==> config.mk <==
export PLATFORM = sky130hd
export DESIGN_NAME = clint_timer
export DESIGN_NICKNAME = d
export VERILOG_FILES = /design/src/rtl/clint_timer.sv
export SDC_FILE = /design/constraint.sdc
export NUM_CORES = 1
export LEC_CHECK = 0
export BUFFER_PORTS_ARGS = -buffer_cell sky130_fd_sc_hd__buf_4
export CORE_MARGIN = 4
export CORE_UTILIZATION = 55
export CTS_BUF_LIST = sky130_fd_sc_hd__clkbuf_8
export CTS_CLUSTER_SIZE = 12
export DETAILED_ROUTE_END_ITERATION = 6
export PLACE_DENSITY = 0.74
export SYNTH_ARGS = -nofsm -noshare
export SYNTH_HDL_FRONTEND = slang
export SYNTH_SLANG_ARGS = --single-unit
==> constraint.sdc <==
create_clock -name clk -period 6.2 [get_ports clk]
set_input_delay 0.62 -clock clk [delete_from_list [all_inputs] [get_ports clk]]
set_output_delay 0.62 -clock clk [all_outputs]
set_load 0.01 [all_outputs]
==> src/rtl/clint_timer.sv <==
// Core-local timer and software-interrupt source: 64-bit mtime/mtimecmp plus msip
// behind a word-wide slave port, with registered level interrupt outputs.
module clint_timer #(
    parameter int unsigned TICK_DIV = 1,
    parameter int unsigned ADDR_W   = 16
) (
    input  logic              clk,
    input  logic              reset,
    input  logic              req,
    input  logic              we,
    input  logic [ADDR_W-1:0] addr,
    input  logic [31:0]       wdata,
    output logic [31:0]       rdata,
    output logic              ready,
    output logic              timer_int,
    output logic              software_int
);

    localparam logic [15:0]       DIV_MAX  = 16'(TICK_DIV - 1);
    localparam logic [ADDR_W-1:0] OFF_MSIP = ADDR_W'(16'h0000);
    localparam logic [ADDR_W-1:0] OFF_CMPL = ADDR_W'(16'h4000);
    localparam logic [ADDR_W-1:0] OFF_CMPH = ADDR_W'(16'h4004);
    localparam logic [ADDR_W-1:0] OFF_MTL  = ADDR_W'(16'hBFF8);
    localparam logic [ADDR_W-1:0] OFF_MTH  = ADDR_W'(16'hBFFC);

    logic [15:0]       prescaler;
    logic [63:0]       mtime;
    logic [63:0]       mtimecmp;
    logic              msip;
    logic              tick;
    logic              wr;
    logic              rd;
    logic [ADDR_W-3:0] word;
    logic              sel_msip, sel_cmpl, sel_cmph, sel_mtl, sel_mth;
    logic [31:0]       rd_val;
    logic              unused_addr_lsb;

    assign unused_addr_lsb = &{1'b0, addr[1:0]};

    assign word     = addr[ADDR_W-1:2];
    assign sel_msip = (word == OFF_MSIP[ADDR_W-1:2]);
    assign sel_cmpl = (word == OFF_CMPL[ADDR_W-1:2]);
    assign sel_cmph = (word == OFF_CMPH[ADDR_W-1:2]);
    assign sel_mtl  = (word == OFF_MTL[ADDR_W-1:2]);
    assign sel_mth  = (word == OFF_MTH[ADDR_W-1:2]);

    assign wr   = req & we;
    assign rd   = req & ~we;
    assign tick = (prescaler == DIV_MAX);

    always_comb begin
        rd_val = '0;
        if (sel_msip)      rd_val = {31'd0, msip};
        else if (sel_cmpl) rd_val = mtimecmp[31:0];
        else if (sel_cmph) rd_val = mtimecmp[63:32];
        else if (sel_mtl)  rd_val = mtime[31:0];
        else if (sel_mth)  rd_val = mtime[63:32];
    end

    always_ff @(posedge clk) begin
        if (reset) begin
            prescaler <= '0;
            mtime     <= '0;
            mtimecmp  <= '1;
            msip      <= 1'b0;
        end else begin
            prescaler <= tick ? '0 : prescaler + 16'd1;

            // A write to either mtime half suppresses the whole increment this cycle.
            if (wr && sel_mtl)
                mtime[31:0] <= wdata;
            else if (wr && sel_mth)
                mtime[63:32] <= wdata;
            else if (tick)
                mtime <= mtime + 64'd1;

            if (wr && sel_cmpl) mtimecmp[31:0]  <= wdata;
            if (wr && sel_cmph) mtimecmp[63:32] <= wdata;
            if (wr && sel_msip) msip            <= wdata[0];
        end
    end

    always_ff @(posedge clk) begin
        if (reset) begin
            rdata        <= '0;
            ready        <= 1'b0;
            timer_int    <= 1'b0;
            software_int <= 1'b0;
        end else begin
            ready        <= req;
            if (rd) rdata <= rd_val;
            timer_int    <= (mtime >= mtimecmp);
            software_int <= msip;
        end
    end

endmodule

Yosys cells after proc, flatten, opt, wreduce, memory -nomap -nowiden:

Index checks and enable logic that the tools add are counted.

* flip-flop bits (word level): 180
* latch bits: 0
* RAM bits: 0
* bits in read-only memories: 0
* bits of input ports: 52
* logic and storage cells: 43
* memories kept: 0

* add/sub/neg operators: 2
* $mul: 0
* divide/modulo/power cells: 0
* $lt $le $gt $ge: 1
* equality and inequality tests: 5
* shifts and indexed selects: 0
* multiplexer cells: 9
* bitwise operators: 4
* reduce and logical (&&, ||, !) cells: 12

Operators by type and width (number)
* 32-bit 2-to-1 mux: 8
* 64-bit by 1-bit adder with 64-bit output, second input constant: 1
* 64-bit >= comparator: 1
* 64-bit 2-to-1 mux: 1
* 14-bit by 13-bit equality test with 1-bit output, second input constant: 2
* 14-bit equality test, second input constant: 2
* 16-bit by 1-bit adder with 16-bit output, second input constant: 1
* 16-bit zero test: 1
* 14-bit zero test: 1
* 1-bit logical AND: 5
* 2-bit AND reduction: 2
* 2-bit nonzero test: 2
* 1-bit AND: 2
* 2-bit != test, second input constant: 1
* 1-bit NOT: 2
* 2-bit OR reduction: 1

Logic depth before layout (Yosys ltp):

Gate-level depths: netlist of run 1.

* word-level depth: 6
* depth in mapped cells: 9
* mapped depth without buffers: 8

Worst setup path before layout of run 1:

OpenSTA, ideal clock, no wires.

* path type: input to register
* from: input addr[3]
* to: register mtimecmp[32]
* library setup time: 0.141 ns
* data arrival time: 2.168 ns
* required time: 6.059 ns
* slack: 3.890 ns
* stages on the path: 6
* cells stage by stage: or4_1 > nor4_4 > and3_1 > buf_2 > buf_2 > o211ai_1

* longest elaborated chain between the ends: 2

Ends and longest elaborated chain
* start, declared: RTL line 11 `input logic [ADDR_W-1:0] addr,`
* 14-bit by 13-bit equality test with 1-bit output: RTL line 43 `assign sel_cmph = (word == OFF_CMPH[ADDR_W-1:2]);`
* 1-bit logical AND: RTL line 78 `if (wr && sel_cmph) mtimecmp[63:32] <= wdata;`
* end signal, assigned: RTL line 78
* end, declared: RTL line 28 `logic [63:0] mtimecmp;`

Every way passes these cells.
A chain may end at the register's enable or synchronous reset.

Worst setup path after layout of run 1:

* from: input addr[3]
* to: register mtimecmp[0]

* longest elaborated chain between the ends: 2

Ends and longest elaborated chain
* 14-bit by 13-bit equality test with 1-bit output: RTL line 42 `assign sel_cmpl = (word == OFF_CMPL[ADDR_W-1:2]);`
* 1-bit logical AND: RTL line 77 `if (wr && sel_cmpl) mtimecmp[31:0] <= wdata;`
* end signal, assigned: RTL line 77

Every way passes these cells.

==> run metrics, run 1 <==
outcome finished, violations left; violated checks design-rule violations; placer's final routability congestion estimate approximately 0.9; Post-Synthesis Cells between 1000 and 1500; most numerous cell in the Yosys netlist dfxtp_1; clock latency at the later pin of the worst-skew pair between 0.4 and 0.5 ns; antenna-violating nets left 0; flip-flop cell with the highest count after synthesis dfxtp_1; global-route met1 utilization 0.404; Post-Syn Area per Cell 8.52 sq um; number of gates resized after cts 0; startpoint types input pin; fraction of post-synthesis cell area in the top cell type by area 0.355; clock tree from TritonCTS built; total grt overflow 0; antenna violations before repair 0; shortest period the worst path allows about 3.3 ns; post-synth top area cell dfxtp_1; total number of vias 9553; end of the critical path mtimecmp[0]; start of the worst register-to-register path prescaler[0]; detailed router's first-iteration violation count approximately 1200; data arrival time at the worst-slack endpoint 3.64 ns; distinct cell type count of the synthesized netlist 68; cts-stage hold buffer count 0; final hold vios 0; clk slew on worst S/H paths ~0.10 ns; Mapped Nets ~1300; total setup violations reported at the end of the flow 0; TritonRoute pass-1 iters 7; Slew Limit Headroom 0.206; met3 track utilization from global routing 0.0592; most area-consuming cells after synthesis dfxtp_1, ha_1, nand2_1, o211ai_1, a22o_1; part of the Yosys area used for sequential elements 0.355; Core ar. ~18000 sq um; Die Span Y 144 um; first-pass GRT wire length roughly 48000 um; count of flip-flops with a built-in enable after synthesis 0; setup tns final 0 ns; DP Cell Count 1442; leakage component of the power about 4.7 nW; number of stages on the worst hold path 2; routed length per instance 20.7 um; initial standard-cell utilization of the core 0.563; fin nets between 1000 and 1500; Clock Skews 0.00836 ns; Die Outline Area slightly above 20000 sq um; end of the worst register-to-register path mtime[18]; number of placed I/O pins 87; share of post-route cells with drive strength above 1 0.129; fin cells 1474; clk sink count 180; number of pins exceeding their max-slew limit in the final report 0; asr flop ratio synth 0; via count normalized by instance count roughly 6.5; pin count of the biggest net entering global routing 76; GR met2 Demand/Resource 0.461; clock root buffer master clkbuf_8; filler instances 1669; H-tree Lvls 4; busiest layer in global routing met2; IO buf count 84; final cycle utilization of the critical path 0.533; yosys synthesis warning count 0; highest clock rate 303 MHz; synthesis-stage register bit count 180; capturing element type of the critical path flop; global router's overall resource usage 0.297; growth of design area from synthesis to finish 10.3%; count of max-cap constraint violations 0; WL final roughly 30000 um; Inserted Clock Buffers 17; PnR Total Power ~0.0020 W; FP Rows about 50; total power per unit cell area around 180 nW/um^2; number of cell instances on the worst register-to-register path 9; HPWL Detailed approximately 20000 um; cell area after synthesis 10100 sq um; CTS Buffer Depth 2; highest ir drop seen on vdd 0.137 mV; CP Data Required Time ~6.5 ns; unrepaired setup endpoints after global routing false; number of antenna diodes 0; reg-to-reg slack, setup 3.11 ns; crit path kind in2reg; via count of the first global-routing pass between 9000 and 10000; horizontal die dimension 144 um; Min Hold Slack about 0.38 ns; Worst Hold Class in2reg; number of buffers inserted to repair setup after CTS 0; Critical path origin addr[3]; Post-route DRC 5; slew at the pin closest to its max-slew limit ~1.2 ns; maximum fanout along the worst path 36; most frequent cells after synthesis dfxtp_1, nand2_1, inv_1
## how the worst min path moves through the flow
stage               from            to
2_1_floorplan       msip  software_int
3_3_place_gp   rdata[17]     rdata[17]
3_5_place_dp   rdata[25]     rdata[25]
5_1_grt        wdata[24]     mtime[24]
4_1_cts         wdata[2]      mtime[2]
6_report        wdata[2]      mtime[2]
## worst max-delay path: stages
cell     delay [ns]
buf_4          0.11
or4_1          0.58
nor4_4         0.22
buf_4          0.46
nand2_1        0.19
nor2_4         0.68
buf_4          0.45
mux2i_1        0.23
nand2_1        0.06
## layout make-up
| class | count | area (sq um) | share of cell area |
|---|---|---|---|
| clock buffer | 21 | 289 | 0.0258 |
| clock inverter | 11 | 75.1 | 0.00671 |
| inverter | 73 | 274 | 0.0245 |
| multi-input combinational | 864 | 5940 | 0.531 |
| sequential | 180 | 3600 | 0.322 |
| tap | 229 | 287 | 0.0256 |
| timing repair buffer | 96 | 721 | 0.0644 |
## cell families (layout without fill, tap and decap cells)
kind of cell             Yosys count  after routing  share of synthesized area
AND/OR/NAND/NOR                  411            411                      0.213
AO/OA/AOI/OAI                    334            334                      0.243
flip-flops                       180            180                      0.355
buffers and inverters            146            201                     0.0597
adder cells (fa/ha/maj)           67             67                     0.0827
XOR/XNOR                          45             45                     0.0389
multiplexers                       7              7                    0.00716
## state kept, by name (all words and copies together), names as in the netlist
signal / flops
mtime: 64
mtimecmp: 64
rdata: 32
prescaler: 16
msip: 1
ready: 1
software_int: 1
timer_int: 1
## cell usage in the layout, fill, tap and decap left out, drive strengths merged, types with 3 or more instances in the layout
| cell type | n |
|---|---|
| dfxtp | 180 |
| nand2 | 145 |
| buf | 96 |
| inv | 78 |
| o211ai | 68 |
| ha | 67 |
| o21ai | 66 |
| nor2 | 62 |
| a22o | 57 |
| nand4 | 47 |
| nand3 | 41 |
| xnor2 | 37 |
| a21oi | 33 |
| a222oi | 30 |
| and3 | 29 |
| a211oi | 23 |
| clkbuf | 21 |
| nor3 | 21 |
| and2 | 20 |
| nor4 | 18 |
| a31oi | 13 |
| xor2 | 8 |
| and4 | 8 |
| a311oi | 7 |
| a21o | 6 |
| or4 | 6 |
| nor2b | 5 |
| mux2i | 5 |
| clkinv | 5 |
| a2bb2oi | 4 |
| o311ai | 4 |
| a32oi | 3 |
| o31ai | 3 |
## power breakdown
part           internal [W]  switching [W]  total (W)
Clock              0.000322       0.000455   0.000777
Sequential          0.00116     0.00000308    0.00116
Combinational     0.0000315      0.0000631  0.0000945
Total               0.00151       0.000521    0.00203
## metal layers
metal,part of all wire,vias to the layer above,routed length [um]
met4,0.034,0,1020
li1,-,4546,-
met5,0,-,0
met1,0.43,4492,13100
met2,0.45,448,13600
met3,0.092,67,2790
## stage by stage
stage	instance area, sq um	setup WS (ns)	utilization
6_report	11200	2.90	0.621
5_1_grt	11200	2.76	0.621
4_1_cts	11200	2.95	0.621
3_5_place_dp	10800	2.44	0.601
3_3_place_gp	10800	2.51	0.601
2_1_floorplan	10100	3.89	-
No activity file was read; power rests on OpenSTA's default activity.
==> run 2, diff against run 1 <==
clock period = 3.15 ns   (was 6.2 ns; I/O delays follow)
==> run 2 against run 1 <==
Effect of this change: the run still ends with design-rule violations left; total power is 120% higher; combinational power increased by 100%; utilization increased by 2.0 points; non-clock buffer count grew 33; routed wire length grew 1.0%; via count increased by 2.3%; final area increased by 3.3%; flip-flop and latch count unchanged; sequential power is 97% higher; register-to-register slack got worse by 2.8 ns; clock skew up 0.0022 ns; critical endpoint is now mtime[51].
==> run metrics, run 2 (synthesis results as in run 1) <==
Worst Hold Class in2reg (unchanged); maximum fanout along the worst path 9 (was 36); commonest non-fill, non-tap cells in the layout dfxtp_1, nand2_1, buf_4, inv_1, o211ai_1 (unchanged); largest registers mtime: 64 flops, mtimecmp: 64 flops, rdata: 32 flops (unchanged); routed length per instance 20.4 um (was 20.7 um); total number of vias 9768 (was 9553); H-tree Lvls 4 (unchanged); final cycle utilization of the critical path 0.910; clock tree from TritonCTS built (unchanged); Critical path origin mtime[4] (was addr[3]); setup tns final 0 ns (unchanged); cts-stage hold buffer count 0 (unchanged); first-pass GRT wire length 49200 um (was 48300 um); placer's final routability congestion estimate 0.955 (was 0.909); number of stages on the worst hold path 2 (unchanged); leakage component of the power 4.96 nW (was 4.74 nW); antenna-violating nets left 0 (unchanged); total non-filler cell area in the finished layout 11600 sq um (was 11200 sq um); Post-route DRC 1 (was 5); violated checks design-rule violations (unchanged); share of post-route cells with drive strength above 1 0.152 (was 0.129); Die Span Y 144 um (unchanged); leading cell type in the layout, fill and taps excluded dfxtp_1 (unchanged); via count normalized by instance count 6.48 (about the same); number of pins exceeding their max-slew limit in the final report 0 (unchanged); HPWL Detailed 22100 um (was 20600 um); Area after DPL 11100 sq um (was 10800 sq um); Core ar. 18000 sq um (unchanged); unrepaired setup endpoints after global routing false (unchanged); total power per unit cell area 382 nW/um^2 (was 182 nW/um^2); total setup violations reported at the end of the flow 0 (unchanged); antenna violations before repair 0 (unchanged); post-route core utilization 0.641 (was 0.621); ordered cell list for the critical path and4_2, nand4_1, nor3_1, buf_4, nand2_1, o31a_1, o31ai_1 (was buf_4, or4_1, nor4_4, buf_4, nand2_1, nor2_4, buf_4, mux2i_1, nand2_1); clk slew on worst S/H paths 0.10 ns (about the same); shortest period the worst path allows ~2.9 ns; number of buffers inserted to repair setup after CTS 0 (unchanged); final hold vios 0 (unchanged); clk sink count 180 (unchanged); PnR Total Power 0.00441 W (was 0.00203 W); highest clock rate 349 MHz; number of cell instances on the worst register-to-register path 7 (was 9); Slew Limit Headroom 0.365 (was 0.206); total grt overflow 0 (unchanged); via count of the first global-routing pass 9117 (was 9162); Clock Skews 0.0106 ns (was 0.00836 ns); IO buf count 84 (unchanged); detailed router's first-iteration violation count 1200 (was 1172); worst stage delay on the critical path 0.77 ns (was 0.68 ns); number of gates resized after cts 0 (unchanged); clock latency at the later pin of the worst-skew pair 0.48 ns (about the same); start of the worst register-to-register path mtime[4] (was prescaler[0]); horizontal die dimension 144 um (unchanged); startpoint types flop (was input pin); CP Data Required Time 3.53 ns (was 6.54 ns); crit path kind reg2reg (was in2reg); Inserted Clock Buffers 17 (unchanged); data arrival time at the worst-slack endpoint 3.25 ns (was 3.64 ns); slew at the pin closest to its max-slew limit 0.953 ns (was 1.19 ns); Worst Min Path Start req (was wdata[2]); clock root buffer master clkbuf_8 (unchanged); count of max-cap constraint violations 0 (unchanged); critical-path cell with the highest stage delay nor3_1 (was nor2_4); highest ir drop seen on vdd 0.262 mV (was 0.137 mV); WL final 30700 um (was 30400 um); number of placed I/O pins 87 (unchanged); Die Outline Area 20700 sq um (unchanged); growth of design area from synthesis to finish 13.9% (was 10.3%); CTS Buffer Depth 2 (unchanged); pin count of the biggest net entering global routing 40 (was 76); FP Rows 49 (unchanged); TritonRoute pass-1 iters 7 (unchanged); capturing element type of the critical path flop (unchanged); outcome finished, violations left (unchanged); global router's overall resource usage 0.301 (was 0.297); fin nets 1384 (was 1351); Min Hold Slack 0.0667 ns (was 0.385 ns); initial standard-cell utilization of the core 0.563 (unchanged); number of antenna diodes 0 (unchanged)
[run 2: cell count changes in the layout (fill, tap and decap cells not counted), sizes merged]
cell / previous run / this run
buf: 96 / 129
clkinvlp: 1 / 0
clkbuf: 21 / 17
inv: 78 / 77
bufinv: 0 / 6
[run 2: metrics by stage]
step	std cells	worst slack (ns)
6_report	1507	0.285
5_1_grt	1507	0.284
4_1_cts	1507	0.419
3_5_place_dp	1475	0.393
3_3_place_gp	1475	0.459
2_1_floorplan	1190	1.01
[run 2: report_power, final]
group | switching [W] | leakage, nW | internal [W] | total, W
logic | 0.000126 | 3.26 | 0.0000653 | 0.000191
clock network | 0.000900 | 0.247 | 0.00103 | 0.00193
registers | 0.00000563 | 1.45 | 0.00228 | 0.00228
[run 2: worst max-delay path: cells and delay by family (launching register included)]
kind	cells	cell delay (ns)
AO/OA/AOI/OAI	2	0.51
flip-flops	1	0.48
AND/OR/NAND/NOR	4	1.47
buffers and inverters	1	0.30
[run 2: path summary, 6_finish.rpt]
kind	slack (ns)	endpoint
setup / recovery	0.28	mtime[51]
setup reg to reg	0.28	mtime[51]
hold / removal	0.07	ready
hold reg to reg	0.45	rdata[14]
[run 2: final cells by class]
class	count	area, sq um
fillers	1598	6470
multi-input cells	864	5940
flip-flops and latches	180	3600
repair buffers	129	968
well taps	229	287
inverters	73	274
clock inverters	15	250
clock buffers	17	234
[run 2: per-layer routing]
metal,wire length (um),global-route usage
met2,13900,0.477
met1,13300,0.416
met5,0,0
met3,2650,0.0502
met4,927,0.107
==> run 3, diff against run 2 <==
RECOVER_POWER = 25   (was not set)
==> run 3 against run 2 <==
Effect of this change: the flow now finishes without violations; sequential power barely moved; utilization down 0.91 points; critical path type unchanged; non-clock buffer count did not move; die area is the same; highest routed layer unchanged; clock-buffer cell count did not move; largest cell class unchanged; register-to-register slack improved by 0.09 ns.
==> run metrics, run 3 (synthesis results as in run 1) <==
outcome complete, no violations (was finished, violations left); total number of vias 9794 (was 9768); pin count of the biggest net entering global routing 40 (unchanged); via count of the first global-routing pass 9117 (unchanged); fin cells 1507 (unchanged); start of the worst register-to-register path mtime[4] (unchanged); final cycle utilization of the critical path 0.882 (was 0.910); number of pins exceeding their max-slew limit in the final report 0 (unchanged); CTS Buffer Depth 2 (unchanged); number of buffers inserted to repair setup after CTS 0 (unchanged); growth of design area from synthesis to finish 12.3% (was 13.9%); total grt overflow 0 (unchanged); IO buf count 84 (unchanged); number of placed I/O pins 87 (unchanged); capturing element type of the critical path flop (unchanged); via count normalized by instance count 6.50 (was 6.48); data arrival time at the worst-slack endpoint 3.18 ns (was 3.25 ns); Worst Min Path Start req (unchanged); Die Outline Area 20700 sq um (unchanged); clock tree from TritonCTS built (unchanged); total power per unit cell area 387 nW/um^2 (was 382 nW/um^2); worst setup timing slack at the placement stage 0.393 ns (unchanged); first-pass GRT wire length 49200 um (unchanged); count of max-cap constraint violations 0 (unchanged); maximum fanout along the worst path 9 (unchanged); Post-route DRC 0 (was 1); antenna-violating nets left 0 (unchanged); Clock Skews 0.0127 ns (was 0.0106 ns); largest registers mtime: 64 flops, mtimecmp: 64 flops, rdata: 32 flops (unchanged); H-tree Lvls 4 (unchanged); antenna violations before repair 0 (unchanged); highest clock rate 360 MHz (was 349 MHz); share of post-route cells with drive strength above 1 0.121 (was 0.152); clk slew on worst S/H paths 0.10 ns (about the same); final hold vios 0 (unchanged); clock root buffer master clkbuf_8 (unchanged); unrepaired setup endpoints after global routing false (unchanged); setup tns final 0 ns (unchanged); startpoint types flop (unchanged); initial standard-cell utilization of the core 0.563 (unchanged); Slew Limit Headroom 0.380 (was 0.365); clock latency at the later pin of the worst-skew pair 0.48 ns (about the same); HPWL Detailed 22100 um (unchanged); Worst Hold Class in2reg (unchanged); leading cell type in the layout, fill and taps excluded dfxtp_1 (unchanged); shortest period the worst path allows 2.78 ns (was 2.87 ns); Core ar. 18000 sq um (unchanged); placer's final routability congestion estimate 0.955 (unchanged); WL final 30700 um (about the same); Die Span Y 144 um (unchanged); clk sink count 180 (unchanged); slew at the pin closest to its max-slew limit 0.930 ns (was 0.953 ns); crit path kind reg2reg (unchanged); CP Data Required Time 3.55 ns (was 3.53 ns); detailed router's first-iteration violation count 1142 (was 1200); TritonRoute pass-1 iters 7 (unchanged); commonest non-fill, non-tap cells in the layout dfxtp_1, nand2_1, buf_4, inv_1, o211ai_1 (unchanged); PnR Total Power 0.00441 W (about the same); number of gates resized after cts 0 (unchanged); leakage component of the power 4.79 nW (was 4.96 nW); setup slack after layout 0.372 ns (was 0.285 ns); routed length per instance 20.4 um (about the same); FP Rows 49 (unchanged); highest ir drop seen on vdd 0.265 mV (was 0.262 mV); total setup violations reported at the end of the flow 0 (unchanged); number of antenna diodes 0 (unchanged); fin nets 1384 (unchanged); area taken by flip-flops and latches 3600 sq um (unchanged); global router's overall resource usage 0.301 (unchanged); footprint of the multi-input gates 5920 sq um (was 5940 sq um); horizontal die dimension 144 um (unchanged); filler instances 1646 (was 1598); Inserted Clock Buffers 17 (unchanged); DP Cell Count 1475 (unchanged); Critical path origin mtime[4] (unchanged); cts-stage hold buffer count 0 (unchanged)
run 3: routing by layer:
metal  up-vias  share of wire  track usage  routed length, um
met5         -              0            0                  0
met4         0          0.030        0.107                923
met3        72          0.084       0.0502               2570
met2       461           0.45        0.477              13800
met1      4654           0.44        0.416              13400
li1       4607              -            -                  -
run 3: stage by stage:
stage	area (sq um)	utilization	hold slack, ns
final	11400	0.632	0.0636
after global routing	11400	0.632	0.0704
after CTS	11600	0.641	0.0550
after detailed placement	11100	0.614	0.442
after global placement	11100	0.614	0.436
after floorplan	10100	-	0.427
run 3: path summary, 6_finish.rpt:
kind               endpoint  slack [ns]  depth (start not counted)
setup / recovery  mtime[51]        0.37                          7
hold / removal        ready        0.06                          2
setup reg to reg  mtime[51]        0.37                          7
hold reg to reg   rdata[18]        0.45                          2
run 3: report_power, final:
group / switching, W / internal (W)
Combinational: 0.000124 / 0.0000640
Sequential: 0.00000560 / 0.00228
Clock: 0.000899 / 0.00103
run 3: layout make-up:
cell class / count / area share
clock buffers: 17 / 0.0205
clock inverters: 15 / 0.0220
inverters: 73 / 0.0241
multi-input cells: 864 / 0.519
flip-flops and latches: 180 / 0.316
well taps: 229 / 0.0252
repair buffers: 129 / 0.0726
run 3: critical path, cell delays in order (launching register included):
cell,delay [ns]
dfxtp_1,0.48
and4_2,0.38
nand4_1,0.24
nor3_1,0.75
buf_4,0.30
nand2_1,0.06
o31a_1,0.29
o31ai_1,0.18
